===== src/rtl/active_hwt_seq.sv =====
// -----------------------------------------------------------------------------
// active_hwt_seq
// Registered bitwise datapath Y = D & ((A & B) | C) with a trigger sequencer
// watching A. TRIG_COUNT consecutive enabled cycles with A == TRIG_PATTERN move
// the sequencer through IDLE -> ARM -> FIRE. While in FIRE, every registered Y
// is XORed with PAYLOAD_MASK for PAYLOAD_CYCLES enabled cycles, or forever when
// STICKY is set.
//
// Ports
//   clk     in   1      rising-edge clock
//   rst_n   in   1      asynchronous active-low reset
//   en      in   1      cycle enable; when low, Y and all sequencer state hold
//   A..D    in   WIDTH  data operands (A also feeds the trigger compare)
//   Y       out  WIDTH  registered result, one cycle latency
//   trig    out  1      state is FIRE
//   armed   out  1      state is ARM
// -----------------------------------------------------------------------------
module active_hwt_seq #(
   parameter int               WIDTH          = 4,
   parameter logic [WIDTH-1:0] TRIG_PATTERN   = WIDTH'(4'hA),
   parameter int               TRIG_COUNT     = 3,
   parameter int               PAYLOAD_CYCLES = 8,
   parameter logic [WIDTH-1:0] PAYLOAD_MASK   = '1,
   parameter bit               STICKY         = 1'b0
) (
   input  logic             clk,
   input  logic             rst_n,
   input  logic             en,
   input  logic [WIDTH-1:0] A,
   input  logic [WIDTH-1:0] B,
   input  logic [WIDTH-1:0] C,
   input  logic [WIDTH-1:0] D,
   output logic [WIDTH-1:0] Y,
   output logic             trig,
   output logic             armed
);

   localparam int CNT_W = $clog2(TRIG_COUNT + 1);
   localparam int PAY_W = $clog2(PAYLOAD_CYCLES + 1);

   localparam logic [1:0] S_IDLE = 2'd0;
   localparam logic [1:0] S_ARM  = 2'd1;
   localparam logic [1:0] S_FIRE = 2'd2;

   localparam logic [CNT_W-1:0] TRIG_CNT_V = CNT_W'(TRIG_COUNT);
   localparam logic [PAY_W-1:0] PAY_LOAD_V = PAY_W'(PAYLOAD_CYCLES);

   logic [1:0]       r_state;
   logic [CNT_W-1:0] r_match_cnt;
   logic [PAY_W-1:0] r_pay_cnt;
   logic [WIDTH-1:0] r_y_p1;

   logic [1:0]       w_state_nxt;
   logic [CNT_W-1:0] w_cnt_nxt;
   logic [CNT_W-1:0] w_cnt_inc;
   logic [PAY_W-1:0] w_pay_nxt;
   logic             w_match;
   logic             w_fire;
   logic [WIDTH-1:0] w_y_nom;
   logic [WIDTH-1:0] w_y_p0;

   // ---- stage p0: combinational datapath and sequencer next-state ----
   assign w_match   = (A == TRIG_PATTERN);
   assign w_fire    = (r_state == S_FIRE);
   assign w_cnt_inc = r_match_cnt + CNT_W'(1);
   assign w_y_nom   = D & ((A & B) | C);
   // Corruption follows the state held during this cycle, not the next one.
   assign w_y_p0    = w_y_nom ^ (w_fire ? PAYLOAD_MASK : '0);

   always_comb begin
      w_state_nxt = r_state;
      w_cnt_nxt   = r_match_cnt;
      w_pay_nxt   = r_pay_cnt;
      case (r_state)
         S_IDLE: begin
            if (w_match) begin
               if (TRIG_COUNT == 1) begin
                  w_state_nxt = S_FIRE;
                  w_cnt_nxt   = '0;
                  w_pay_nxt   = PAY_LOAD_V;
               end else begin
                  w_state_nxt = S_ARM;
                  w_cnt_nxt   = CNT_W'(1);
               end
            end else begin
               w_cnt_nxt = '0;
            end
         end
         S_ARM: begin
            if (w_match) begin
               if (w_cnt_inc == TRIG_CNT_V) begin
                  w_state_nxt = S_FIRE;
                  w_cnt_nxt   = '0;
                  w_pay_nxt   = PAY_LOAD_V;
               end else begin
                  w_cnt_nxt = w_cnt_inc;
               end
            end else begin
               // A broken run forfeits all accumulated matches.
               w_state_nxt = S_IDLE;
               w_cnt_nxt   = '0;
            end
         end
         S_FIRE: begin
            // A is ignored here, so a match on the exit edge earns no credit.
            if (!STICKY) begin
               if (r_pay_cnt <= PAY_W'(1)) begin
                  w_state_nxt = S_IDLE;
                  w_pay_nxt   = '0;
               end else begin
                  w_pay_nxt = r_pay_cnt - PAY_W'(1);
               end
            end
         end
         default: begin
            w_state_nxt = S_IDLE;
            w_cnt_nxt   = '0;
            w_pay_nxt   = '0;
         end
      endcase
   end

   // ---- stage p1: registered result and sequencer state ----
   always_ff @(posedge clk or negedge rst_n) begin
      if (!rst_n) begin
         r_state     <= S_IDLE;
         r_match_cnt <= '0;
         r_pay_cnt   <= '0;
         r_y_p1      <= '0;
      end else if (en) begin
         r_state     <= w_state_nxt;
         r_match_cnt <= w_cnt_nxt;
         r_pay_cnt   <= w_pay_nxt;
         r_y_p1      <= w_y_p0;
      end
   end

   assign Y     = r_y_p1;
   assign trig  = (r_state == S_FIRE);
   assign armed = (r_state == S_ARM);

endmodule


===== config.mk =====
export PLATFORM = sky130hd
export DESIGN_NAME = active_hwt_seq
export DESIGN_NICKNAME = d
export VERILOG_FILES = /design/src/rtl/active_hwt_seq.sv
export SDC_FILE = /design/constraint.sdc
export NUM_CORES = 1
export LEC_CHECK = 0
export CAP_MARGIN = 5
export CORE_MARGIN = 4
export CORE_UTILIZATION = 41
export DETAILED_ROUTE_END_ITERATION = 6
export PLACE_DENSITY = 0.75
export REMOVE_ABC_BUFFERS = 1
export SYNTH_ARGS = -nofsm -noshare
export SYNTH_HDL_FRONTEND = slang
export SYNTH_SLANG_ARGS = --single-unit

===== constraint.sdc =====
create_clock -name clk -period 1.74 [get_ports clk]
set_clock_uncertainty 0.05 [all_clocks]
set_input_delay 0.174 -clock clk [delete_from_list [all_inputs] [get_ports clk]]
set_output_delay 0.174 -clock clk [all_outputs]
set_load 0.005 [all_outputs]

-- Word-level counts from Yosys, hierarchy flattened
Index checks and enable logic that the tools add are counted.
- add/subtract/negate cells: 2
- multiply operators: 0
- div/mod/pow operators: 0
- magnitude comparators: 1
- eq/ne operators: 9
- shifts and indexed selects: 0
- muxes and demuxes: 14
- bitwise operators: 6
- reduce and logical (&&, ||, !) cells: 4
- operators with widths (kind ; count):
    $mux 4 ; 4
    $mux 2 ; 6
    $pmux 2 s3 ; 2
    $pmux 4 s3 ; 1
    $and 4x4->4 ; 2
    $reduce_and 4->1 ; 2
    $ne 2x1->1 const B ; 3
    $eq 2x2->1 const B ; 2
    $eq 4x4->1 const B ; 1
    $le 4x1->1 const B ; 1
    $or 4x4->4 ; 1
    $sub 4x1->4 const B ; 1
    $xor 4x4->4 ; 1
    $ne 3x2->1 const B ; 1
    $add 2x1->2 const B ; 1
    $eq 2x1->1 const B ; 1
    $logic_not 2->1 ; 1
    $ne 2x2->1 const B ; 1
    $not 1->1 ; 2
    $reduce_and 2->1 ; 1
    $mux 1 ; 1
- register bits: 12
- latch bits: 0
- RAM bits: 0
- ROM bits: 0
- output and inout port bits: 6
- word-level logic and storage cells: 40
- memories: 0

-- Depth between registers and ports, before layout
- word-level depth: 5
- gate-level depth with buffers: 7
- depth with buffers taken out: 6

-- Least setup slack after synthesis
OpenSTA, ideal clock, no wires.
- path kind: reg2reg
- start point: register r_state[0]
- end point: register r_pay_cnt[2]
- setup time: 0.080 ns
- arrival: 1.579 ns
- path slack: 0.032 ns
- stages on the path, launching flop included: 7
- path buffers: 1
- clock period less this slack: 1.708 ns
- path through: dfrtp_1 inv_1 ha_1 clkbuf_1 o31ai_2 or3_4 o22ai_2
- RTL lines (what ; RTL line ; source):
    start: declaration ; 48 ; logic [1:0] r_state;
    start signal: assignment ; 131 ; r_state <= w_state_nxt;
    $eq 2x2->1 ; -- ;
    named net trig ; 34 ; output logic trig,
    $pmux 4 s3 ; 74 ; case (r_state)
    end signal: assignment ; 133 ; r_pay_cnt <= w_pay_nxt;
    end: declaration ; 50 ; logic [PAY_W-1:0] r_pay_cnt;
The timed path passes the listed nets, and every way through them passes these cells.
A chain may end at the register's enable or synchronous reset.

-- Worst setup path after layout
- start point: register r_state[1]
- end point: output port trig
- cells in the longest elaborated chain, start to end: 1
- RTL lines (what ; RTL line ; source):
    $eq 2x2->1 ; 139 ; assign trig = (r_state == S_FIRE);
    end: declaration ; 34 ;
Every way passes these cells.

==> results by group <==
Run status
  – Status: completed

Floorplanning
  – # IOs: 25
  – Initial Util: 44.72%
  – Die area: 2738 um2
  – Chip width: 52.33 um
  – Core box area: 1802 um2
  – # rows: 15
  – Die Y: 52.33 um

Pwr
  – Leak pwr: 0.5161 nW
  – Worst vdd ir: 578.7 uV
  – Total Power: 0.0009681 W
  – Pwr Density: 805.2 nW/um2

Yosys
  – Area leader, netlist: dfrtp_1
  – Area contributors post-synth: dfrtp_1, ha_1, a21oi_1, xnor2_1, inv_1
  – Post-synth EDFFs: 0
  – Ys flop type: dfrtp_1
  – Most common library cells after synthesis: dfrtp_1, a21oi_1, inv_1
  – Sequential fraction of the synthesis area: 37.27%
  – Mean Syn Cell Area: 9.480 um2
  – Yosys reg bits: 12
  – FFs w/ async S/R, synth: 100.0%
  – Post-synthesis cell count: 85
  – Post-Syn Area: 805.8 um2
  – Cell with the most instances after synthesis: dfrtp_1
  – Area share of the largest cell type after synthesis: 37.27%
  – Yosys warnings: 0
  – Yosys cell types: 29

Hold path
  – Worst min-delay path class: primary input to asynchronous set/reset pin

Global routing
  – GRT Util Overall: 15.68%
  – Largest net degree at the start of global routing: 13
  – Antenna violations before repair: 0
  – Grt ovf: 0
  – Vias in the first global route: 743
  – First-pass GRT wire length: 3.174 mm

Route
  – Remaining DRCs: 0
  – Uppermost routed layer: met4
  – Iter 0 DRT Violations: 11
  – Via Count: 709
  – DR vias/cell: 4.890
  – Drt total wl: 1.836 mm
  – DRT met1 WL: 794 um
  – WL per Instance: 12.66 um
  – Antenna viol nets, final: 0
  – Pre-antenna DRT Iters: 4
  – Met2 wire length: 972 um
  – Met3 Wirelength: 41 um

STA
  – Relative max-transition margin: 62.97%
  – Fin. max-slew vios: 0
  – Setup TNS: 0 ns
  – Final setup vio count: 0
  – Worst setup margin: 0.05771 ns
  – WHS: 0.2021 ns
  – Final Hold Vio Count: 0
  – Unrepaired setup endpoints after global routing: false
  – Max Fclk: 594.4 MHz
  – Worst-Margin Slew: 0.5537 ns
  – Period utilization: 96.68%
  – Clock period minus worst slack: 1.682 ns

Worst setup path
  – CP max stage cell: clkdlybuf4s50_1
  – CP arrival: 1.46 ns
  – Worst endpoint required time: 1.52 ns
  – Sum of buffers and inverters on the critical path: 2
  – CP Max Fanout: 4
  – Worst Setup Start Kind: flip-flop
  – CP top delay family: buffers and inverters
  – Crit path largest cell delay: 0.45 ns
  – Worst-path cell chain: buf_4 > ha_4 > clkdlybuf4s50_1
  – Critical path endpoint category: output port
  – CP Class: flip-flop to output port
  – Reg-to-reg setup timing slack: 0.10 ns

Placement
  – RePlAce Congestion: 0.8047
  – Worst slack, placed: -0.04851 ns
  – DP Cell Count: 139
  – IO Port Bufs: 24
  – DP HPWL: 1.528 mm

Clock tree
  – CTS tree: done
  – Root Buffer: clkbuf_4
  – # H-tree levels: 1
  – Clk_lat worst skew: 0.27 ns
  – Clk pin slew, worst setup/hold paths: 0.08 ns
  – # hold bufs at CTS: 0
  – Total clock sinks: 12
  – Clock Tree Buf Depth: 2
  – Num CTS Buffers: 3

Finish
  – # nets final: 146
  – Share of layout cells above drive strength 1: 21.67%
  – Diode count: 0
  – Final Non-Filler Cells: 145
  – Layout area overhead: 49.22%

Flow run
  – Max Cap Viol: 0
==> layer usage <==
metal  vias to the layer above  GRT usage (%)
li1                        371              -
met1                       324          18.88
met2                        10          26.65
met3                         4          3.419
met4                         0          6.383
met5                         -              0
==> sequential cells by signal, summed over array words and instances, names as in the netlist <==
name and flops:
Y 4, r_state 2, r_pay_cnt 4, r_match_cnt 2
==> worst paths after layout <==
kind / end / cells after the start / from
setup / recovery: trig / 3 / r_state[1]
hold / removal: Y[2] / 1 / rst_n
setup reg to reg: r_pay_cnt[2] / 7 / r_pay_cnt[1]
hold reg to reg: r_match_cnt[1] / 2 / r_match_cnt[1]
max in group asynchronous: Y[0] / 1 / rst_n
min in group clk: r_match_cnt[1] / 2 / r_match_cnt[1]
==> power breakdown <==
group / leakage (nW) / internal, W / switching [W]
clock: 0.0210 / 0.000127 / 0.0000944
combinational: 0.340 / 0.000212 / 0.000193
sequential: 0.155 / 0.000313 / 0.0000278
==> through the flow <==
stage | cell area (um2) | util, %
final | 1202 | 66.74
after global routing | 1202 | 66.74
after CTS | 1187 | 65.90
after detailed placement | 1119 | 62.08
after global placement | 1119 | 62.08
after floorplan | 794.5 | -
==> logic make-up (layout without fill, tap and decap cells) <==
kind of cell | count (synthesis) | in the layout | share of synthesized area [%]
fa+ha+maj | 6 | 6 | 9.317
compound gates | 24 | 24 | 22.83
flops | 12 | 12 | 37.27
simple gates | 27 | 27 | 19.26
xor+xnor | 4 | 4 | 4.347
mux | 1 | 1 | 1.397
buf+inv | 11 | 46 | 5.590
==> layout make-up <==
| class | count | area [um2] |
|---|---|---|
| Clock buffer | 4 | 36.28 |
| Fill cell | 160 | 599.3 |
| Inverter | 9 | 33.78 |
| Multi-Input combinational cell | 62 | 490.5 |
| Sequential cell | 12 | 300.3 |
| Tap cell | 25 | 31.28 |
| Timing Repair Buffer | 33 | 310.3 |
==> layout by cell type, fill, tap and decap left out, types with 3 or more instances in the layout <==
cell	n
ha_1	3
xnor2_1	4
a31oi_1	4
nor2_1	7
clkbuf_4	3
nor2b_1	4
a21oi_1	10
inv_1	7
buf_4	9
clkdlybuf4s50_1	23
nand2_1	7
dfrtp_1	12
==> what timing repair did <==
action	in CTS	in global routing
setup endpoints to repair	2	5
endpoints found under the hold margin	0	0
pin swaps	0	1
gates resized for setup	5	4
buffers inserted	1	1
Note: power is estimated with default switching activity, not from simulation.
